## src/rtl/fir_sample_sequencer_if.sv

```systemverilog
// Sample-source, sample-RAM and MAC-side signals of the FIR sample sequencer.
// FIR_ZERO_FILL_EN adds tap_zero to the bundle.
interface fir_sample_sequencer_if #(
  parameter int unsigned taille_mot = 32
);
  logic                  s_valid;
  logic [taille_mot-1:0] s_data;
  logic                  s_ready;
  logic                  ram_wr;
  logic [7:0]            ram_waddr;
  logic [7:0]            ram_raddr;
  logic [taille_mot-1:0] ram_din;
  logic                  tap_valid;
  logic [7:0]            tap_idx;
  logic                  tap_first;
  logic                  tap_last;
  logic                  busy;
  logic                  done;
`ifdef FIR_ZERO_FILL_EN
  logic                  tap_zero;

  modport slave (
    input  s_valid, s_data,
    output s_ready, ram_wr, ram_waddr, ram_raddr, ram_din,
    output tap_valid, tap_idx, tap_first, tap_last, busy, done, tap_zero
  );
  modport master (
    output s_valid, s_data,
    input  s_ready, ram_wr, ram_waddr, ram_raddr, ram_din,
    input  tap_valid, tap_idx, tap_first, tap_last, busy, done, tap_zero
  );
`else
  modport slave (
    input  s_valid, s_data,
    output s_ready, ram_wr, ram_waddr, ram_raddr, ram_din,
    output tap_valid, tap_idx, tap_first, tap_last, busy, done
  );
  modport master (
    output s_valid, s_data,
    input  s_ready, ram_wr, ram_waddr, ram_raddr, ram_din,
    input  tap_valid, tap_idx, tap_first, tap_last, busy, done
  );
`endif
endinterface

```

## src/rtl/fir_sample_sequencer.sv

```systemverilog
// FIR sample sequencer: writes each sample into a circular RAM, then reads nb_taps taps
// newest to oldest. Optional FIR_ZERO_FILL_EN flags taps not yet backed by real samples.
module fir_sample_sequencer #(
  parameter int unsigned taille_mem = 64,
  parameter int unsigned nb_taps    = 32,
  parameter int unsigned taille_mot = 32
) (
  input logic                   clk,
  input logic                   reset,
  fir_sample_sequencer_if.slave bus
);
  localparam int unsigned AddrW = $clog2(taille_mem);
  localparam logic [7:0]  LastK = 8'(nb_taps - 1);

  typedef enum logic [1:0] {StIdle, StWrite, StRead, StDrain} state_e;

  state_e                state_q, state_d;
  logic [AddrW-1:0]      wptr_q, wptr_d;
  logic [AddrW-1:0]      rd_next;
  logic [7:0]            k_q, k_d, k_next;
  logic                  ready_q, ready_d;
  logic                  wr_q, wr_d;
  logic                  tv_q, tv_d;
  logic                  first_q, first_d;
  logic                  last_q, last_d;
  logic                  done_q, done_d;
  logic [7:0]            waddr_q, waddr_d;
  logic [7:0]            raddr_q, raddr_d;
  logic [7:0]            idx_q, idx_d;
  logic [taille_mot-1:0] din_q, din_d;
`ifdef FIR_ZERO_FILL_EN
  localparam logic [8:0] FillMax = 9'(nb_taps);
  logic [8:0]            fill_q, fill_d, fill_eff;
  logic                  zero_q, zero_d;
`endif

  always_comb begin
    state_d = state_q;
    wptr_d  = wptr_q;
    k_d     = k_q;
    ready_d = 1'b0;
    wr_d    = 1'b0;
    tv_d    = 1'b0;
    first_d = 1'b0;
    last_d  = 1'b0;
    done_d  = 1'b0;
    waddr_d = waddr_q;
    raddr_d = raddr_q;
    idx_d   = idx_q;
    din_d   = din_q;
    k_next  = k_q + 8'd1;
    rd_next = wptr_q - k_next[AddrW-1:0];
`ifdef FIR_ZERO_FILL_EN
    fill_d   = fill_q;
    zero_d   = 1'b0;
    // Taps read during this sequence already see the sample just written.
    fill_eff = (fill_q < FillMax) ? fill_q + 9'd1 : fill_q;
`endif
    unique case (state_q)
      StIdle: begin
        ready_d = 1'b1;
        if (bus.s_valid && ready_q) begin
          ready_d = 1'b0;
          wr_d    = 1'b1;
          waddr_d = 8'(wptr_q);
          din_d   = bus.s_data;
          state_d = StWrite;
        end
      end
      StWrite: begin
        k_d     = 8'd0;
        raddr_d = 8'(wptr_q);
        state_d = StRead;
      end
      StRead: begin
        // Registered RAM read: the tap issued now is presented next cycle.
        tv_d    = 1'b1;
        idx_d   = k_q;
        first_d = (k_q == 8'd0);
        last_d  = (k_q == LastK);
`ifdef FIR_ZERO_FILL_EN
        zero_d  = ({1'b0, k_q} >= fill_eff);
`endif
        if (k_q == LastK) begin
          done_d  = 1'b1;
          state_d = StDrain;
        end else begin
          k_d     = k_next;
          raddr_d = 8'(rd_next);
        end
      end
      StDrain: begin
        wptr_d  = wptr_q + 1'b1;
        ready_d = 1'b1;
        state_d = StIdle;
`ifdef FIR_ZERO_FILL_EN
        if (fill_q < FillMax) fill_d = fill_q + 9'd1;
`endif
      end
    endcase
  end

  always_ff @(posedge clk or negedge reset) begin
    if (!reset) begin
      state_q <= StIdle;
      wptr_q  <= '0;
      k_q     <= '0;
      ready_q <= 1'b0;
      wr_q    <= 1'b0;
      tv_q    <= 1'b0;
      first_q <= 1'b0;
      last_q  <= 1'b0;
      done_q  <= 1'b0;
      waddr_q <= '0;
      raddr_q <= '0;
      idx_q   <= '0;
      din_q   <= '0;
`ifdef FIR_ZERO_FILL_EN
      fill_q  <= '0;
      zero_q  <= 1'b0;
`endif
    end else begin
      state_q <= state_d;
      wptr_q  <= wptr_d;
      k_q     <= k_d;
      ready_q <= ready_d;
      wr_q    <= wr_d;
      tv_q    <= tv_d;
      first_q <= first_d;
      last_q  <= last_d;
      done_q  <= done_d;
      waddr_q <= waddr_d;
      raddr_q <= raddr_d;
      idx_q   <= idx_d;
      din_q   <= din_d;
`ifdef FIR_ZERO_FILL_EN
      fill_q  <= fill_d;
      zero_q  <= zero_d;
`endif
    end
  end

  assign bus.s_ready   = ready_q;
  assign bus.ram_wr    = wr_q;
  assign bus.ram_waddr = waddr_q;
  assign bus.ram_raddr = raddr_q;
  assign bus.ram_din   = din_q;
  assign bus.tap_valid = tv_q;
  assign bus.tap_idx   = idx_q;
  assign bus.tap_first = first_q;
  assign bus.tap_last  = last_q;
  assign bus.done      = done_q;
  assign bus.busy      = (state_q != StIdle);
`ifdef FIR_ZERO_FILL_EN
  assign bus.tap_zero  = zero_q;
`endif

endmodule

```

## src/flat_wrapper.sv

```systemverilog
// flat-port wrapper written by rule: the top's interface ports become plain ports
module fir_sample_sequencer_flat 
#(
  parameter int unsigned taille_mem = 64,
  parameter int unsigned nb_taps    = 32,
  parameter int unsigned taille_mot = 32
)
  (clk, reset, bus_s_valid, bus_s_data, bus_s_ready, bus_ram_wr, bus_ram_waddr, bus_ram_raddr, bus_ram_din, bus_tap_valid, bus_tap_idx, bus_tap_first, bus_tap_last, bus_busy, bus_done);
  fir_sample_sequencer_if #(.taille_mot(taille_mot)) bus_i ();
  input logic clk;
  input logic reset;
  input wire logic [$bits(bus_i.s_valid)-1:0] bus_s_valid;
  input wire logic [$bits(bus_i.s_data)-1:0] bus_s_data;
  output wire logic [$bits(bus_i.s_ready)-1:0] bus_s_ready;
  output wire logic [$bits(bus_i.ram_wr)-1:0] bus_ram_wr;
  output wire logic [$bits(bus_i.ram_waddr)-1:0] bus_ram_waddr;
  output wire logic [$bits(bus_i.ram_raddr)-1:0] bus_ram_raddr;
  output wire logic [$bits(bus_i.ram_din)-1:0] bus_ram_din;
  output wire logic [$bits(bus_i.tap_valid)-1:0] bus_tap_valid;
  output wire logic [$bits(bus_i.tap_idx)-1:0] bus_tap_idx;
  output wire logic [$bits(bus_i.tap_first)-1:0] bus_tap_first;
  output wire logic [$bits(bus_i.tap_last)-1:0] bus_tap_last;
  output wire logic [$bits(bus_i.busy)-1:0] bus_busy;
  output wire logic [$bits(bus_i.done)-1:0] bus_done;
  assign bus_i.s_valid = bus_s_valid;
  assign bus_i.s_data = bus_s_data;
  assign bus_s_ready = bus_i.s_ready;
  assign bus_ram_wr = bus_i.ram_wr;
  assign bus_ram_waddr = bus_i.ram_waddr;
  assign bus_ram_raddr = bus_i.ram_raddr;
  assign bus_ram_din = bus_i.ram_din;
  assign bus_tap_valid = bus_i.tap_valid;
  assign bus_tap_idx = bus_i.tap_idx;
  assign bus_tap_first = bus_i.tap_first;
  assign bus_tap_last = bus_i.tap_last;
  assign bus_busy = bus_i.busy;
  assign bus_done = bus_i.done;
  fir_sample_sequencer #(.taille_mem(taille_mem), .nb_taps(nb_taps), .taille_mot(taille_mot)) u_core (.clk(clk), .reset(reset), .bus(bus_i));
endmodule
```

## config.mk

```make
export PLATFORM = sky130hd
export DESIGN_NAME = fir_sample_sequencer_flat
export DESIGN_NICKNAME = d
export VERILOG_FILES = /design/src/rtl/fir_sample_sequencer_if.sv /design/src/rtl/fir_sample_sequencer.sv /design/src/flat_wrapper.sv
export SDC_FILE = /design/constraint.sdc
export NUM_CORES = 1
export LEC_CHECK = 0
export BUFFER_PORTS_ARGS = -buffer_cell sky130_fd_sc_hd__buf_2
export CAP_MARGIN = 25
export CORE_ASPECT_RATIO = 0.9
export CORE_UTILIZATION = 30
export DETAILED_ROUTE_END_ITERATION = 12
export PLACE_DENSITY_LB_ADDON = 0.08
export SYNTH_ARGS = -nofsm -noshare
export SYNTH_HDL_FRONTEND = slang
export SYNTH_SLANG_ARGS = --single-unit
```

## constraint.sdc

```tcl
create_clock -name clk -period 6 [get_ports clk]
set_input_delay 0.3 -clock clk [delete_from_list [all_inputs] [get_ports clk]]
set_output_delay 0.3 -clock clk [all_outputs]
set_load 0.005 [all_outputs]
```

==> run summary <==
The flow ran to the end, but the final reports show violations. The final reports fail on design-rule violations. STA classifies the critical path endpoint as a register. Measured along the x axis, the die boundary spans 112 µm. In the routed design, unresolved DRC markers number 3. Initial antenna violation count: 0.

Count of max-cap constraint violations: 0. In the routed layout, each cell is associated on average with a via count of 4.41. Worst relative slew slack: 0.352.

In the final routed layout, each cell accounts on average for 13.8 µm. The run gives 3 as the number of H-tree levels. The tools report the launching point of the worst reg2reg path as u_core.k_q[0]$_DFFE_PN0P_. From synthesis to final layout, the design area changed by 27.2%.

The count of vias placed by the detailed router is 2150, and the final critical-path required period is 2.76 ns. Buffers placed on the I/O ports in this run total 93. For the number of iterations in the first detailed-routing pass, the log shows 8. The cell area that synthesis handed to floorplanning was 3270 µm². The detail route stage leaves a number of antenna-violating nets equal to 0.

The run gives 258 as the synthesized instance count. The logs give 39 for the number of library cell types mapped by synthesis and 3830 µm² for the instance area at placement. The path depth of the worst reg2reg path was 7; the maximum clock path buffer count was 2.

For hold timing, the worst endpoint is u_core.bus.ram_din[6]$_DFFE_PN0P_. The I/O pin count was 98; the area inside the core boundary was 10400 µm². The tools report the sequential element share of the synthesized area as 0.559.

In this run the worst path has a maximum fanout of 16. For the net count reported at finish, the log shows 401. The mean cell area of the mapped netlist came out at 12.7 µm².

Count of synthesis-stage warnings from yosys: 0. On the final layout, the worst clock skew is 0.00571 ns. Synthesis inferred 73 register bits. Cell depth of the worst min-delay path: 2. The vertical die dimension is 101 µm, and the final global-route overflow total is 0. After legalization and detailed placement, the total HPWL measured 4630 µm.

Counting instances in the post-synthesis netlist gives the leading cell types as sky130_fd_sc_hd__dfrtp_1, sky130_fd_sc_hd__mux2_2, sky130_fd_sc_hd__nand2_1. TritonCTS built the clock tree. The run gives 0.711 as the last weighted congestion value of the routability-driven placer.

Clock tree synthesis selected as its root buffer the cell sky130_fd_sc_hd__clkbuf_16. The number of pins exceeding their max-slew limit in the final report was 0; the share of cells above drive strength 1 was 0.469. Clock-pin slew was measured on the worst setup and hold paths at 0.06 ns. Data on the critical path arrives at its endpoint at 2.96 ns.

In this run the power density over the cells is 524 nW/µm². The critical path is of the register to register type. Final setup TNS: 0 ns.

The run gives 47 as the first-iteration detailed-routing DRC count. The worst hold path belongs to the class input pin to register. Setup repair after global routing left no endpoint under its margin. The run gives 0.314 as the initial core utilization. In this run, synthesis inferred 0 flip-flops with an integrated enable. The sequential cells in the finished layout cover a total of 1830 µm².

The repair_antennas step left the layout with diodes totalling 0. The origin of the worst min-delay path was bus_s_data[6]. The required time at the endpoint of the critical path is 6.21 ns, and the global-route usage over all layers is 0.128. The worst hold-check slack is 0.203 ns. The number of hold-slack violations in the final timing report was 0; the finished layout cell area was 4160 µm². sky130_fd_sc_hd__dfrtp_1 takes more of the synthesized area than any other cell. Setup slack on the worst reg-to-reg path comes out at 3.24 ns. The period utilization was 0.459.

The logs give 1320 µm² for the combined area of the multi-input logic cells and 0.255 mV for the worst voltage drop across the vdd grid. For this block, the routed nets add up to 6720 µm of wire. The logs give 363 MHz for the top achievable clock speed and 74 for the pin count of the biggest net entering global routing. The most common cell in the synthesized netlist is sky130_fd_sc_hd__dfrtp_1. The filler cells instantiated in the layout total 1056. The worst-margin pin slew works out to 0.961 ns. Area of the die: 11300 µm². In this run the critical register-to-register path is captured at u_core.bus.ram_raddr[5]$_DFFE_PN0P_. Among all flip-flop cells after synthesis, the most frequent one is sky130_fd_sc_hd__dfrtp_1. Setup violations remaining at the end of the flow were counted as 0. Nature of the critical path startpoint: a register. The portion of synthesized cell area occupied by the leading cell type came out at 0.559. CTS saw 73 sinks. Clock latency on the worst-skew pair, taken at its later pin, is 0.32 ns. Yosys attributes the largest share of cell area to sky130_fd_sc_hd__dfrtp_1, sky130_fd_sc_hd__mux2_2, sky130_fd_sc_hd__ha_1. The via count of the first global-routing pass came out at 2183. The standby leakage power was 2.10 nW; the share of synthesized registers carrying an async set or reset was 1.00.

The number of clock buffers added by TritonCTS is 9. The logs give 35 for the placement row count and 11000 µm for the global-route wire length before repair.
-- routing by layer --
layer	vias to the layer above	routed length, µm	track usage
met1	1020	3160	0.173
met4	0	67	0.0462
met2	56	3140	0.189
met3	5	350	0.0451
met5	-	0	0
li1	1069	-	-
-- how the worst max path moves through the flow --
stage	startpoint	end	slack, ns
2_1_floorplan	u_core.k_q[0]$_DFFE_PN0P_	u_core.bus.ram_raddr[5]$_DFFE_PN0P_	3.90
4_1_cts	u_core.k_q[0]$_DFFE_PN0P_	u_core.bus.ram_raddr[5]$_DFFE_PN0P_	3.18
5_1_grt	u_core.k_q[0]$_DFFE_PN0P_	u_core.k_q[5]$_DFFE_PN0P_	2.89
3_5_place_dp	u_core.k_q[0]$_DFFE_PN0P_	u_core.bus.ram_raddr[5]$_DFFE_PN0P_	3.22
3_3_place_gp	u_core.k_q[0]$_DFFE_PN0P_	u_core.bus.ram_raddr[5]$_DFFE_PN0P_	3.31
6_report	u_core.k_q[0]$_DFFE_PN0P_	u_core.bus.ram_raddr[5]$_DFFE_PN0P_	3.24
-- flip-flops by register name, summed over array words and instances (netlist names) --
register / flops
u_core.k_q: 8
u_core.bus.ram_din: 32
u_core.bus.tap_idx: 8
u_core.bus.done: 1
u_core.state_q: 2
u_core.bus.ram_waddr: 6
u_core.bus.tap_valid: 1
u_core.bus.ram_raddr: 6
u_core.bus.s_ready: 1
u_core.wptr_q: 6
u_core.bus.tap_first: 1
u_core.bus.ram_wr: 1
-- stage by stage --
step,util,std cells,setup WS [ns],power [mW]
after floorplan,-,261,3.90,1.41
after CTS,0.396,485,3.18,2.22
after detailed placement,0.368,469,3.22,1.69
after global placement,0.366,468,3.31,1.68
final,0.399,487,3.24,2.18
after global routing,0.399,487,2.89,2.36
-- power breakdown --
part / internal [mW] / total [mW] / switching [mW]
combinational: 0.443 / 0.846 / 0.404
clock: 0.324 / 0.517 / 0.193
sequential: 0.685 / 0.816 / 0.131
-- critical path: stages (launching register included) --
cell and delay, ns:
sky130_fd_sc_hd__dfrtp_1 0.43, sky130_fd_sc_hd__ha_1 0.32, sky130_fd_sc_hd__nand4_2 0.16, sky130_fd_sc_hd__o41ai_2 0.79, sky130_fd_sc_hd__and2_1 0.64, sky130_fd_sc_hd__nor2b_1 0.09, sky130_fd_sc_hd__mux2i_1 0.14, sky130_fd_sc_hd__nand2_1 0.07
-- layout by cell type (no fill, tap or decap), types with 2 or more instances in the layout --
cell type / n
sky130_fd_sc_hd__buf_2: 92
sky130_fd_sc_hd__dfrtp_1: 73
sky130_fd_sc_hd__mux2_2: 46
sky130_fd_sc_hd__nand2_1: 23
sky130_fd_sc_hd__o21ai_0: 12
sky130_fd_sc_hd__ha_1: 12
sky130_fd_sc_hd__inv_1: 10
sky130_fd_sc_hd__clkbuf_16: 9
sky130_fd_sc_hd__xnor2_1: 8
sky130_fd_sc_hd__nor2_1: 8
sky130_fd_sc_hd__xor2_1: 6
sky130_fd_sc_hd__nand3_1: 4
sky130_fd_sc_hd__a21oi_1: 4
sky130_fd_sc_hd__o22ai_1: 4
sky130_fd_sc_hd__o21ai_2: 4
sky130_fd_sc_hd__conb_1: 4
sky130_fd_sc_hd__clkbuf_8: 4
sky130_fd_sc_hd__nor2b_1: 2
sky130_fd_sc_hd__o21a_1: 2
sky130_fd_sc_hd__nor3_1: 2
sky130_fd_sc_hd__o31a_1: 2
sky130_fd_sc_hd__mux2i_1: 2
sky130_fd_sc_hd__nand4_1: 2
sky130_fd_sc_hd__clkinv_2: 2
sky130_fd_sc_hd__buf_12: 2
-- final cells by class --
class / instances / share of cell area
repair buffers: 96 / 0.125
clock buffers: 14 / 0.0683
well taps: 129 / 0.0388
inverters: 11 / 0.00993
clock inverters: 2 / 0.00241
multi-input cells: 162 / 0.317
flip-flops and latches: 73 / 0.439
-- timing repair --
item	4_1_cts	5_1_grt
buffers inserted	0	0
hold buffers	0	1
resized for setup	0	0
hold endpoints to repair	0	36
-- logic make-up after synthesis --
group                    share of synthesized area
multiplexers                                 0.165
other                                      0.00115
AO/OA/AOI/OAI                               0.0712
adder cells (fa/ha/maj)                     0.0520
XOR/XNOR                                    0.0375
flip-flops                                   0.559
AND/OR/NAND/NOR                             0.0715
buffers and inverters                       0.0436
No activity file was read; power rests on OpenSTA's default activity.
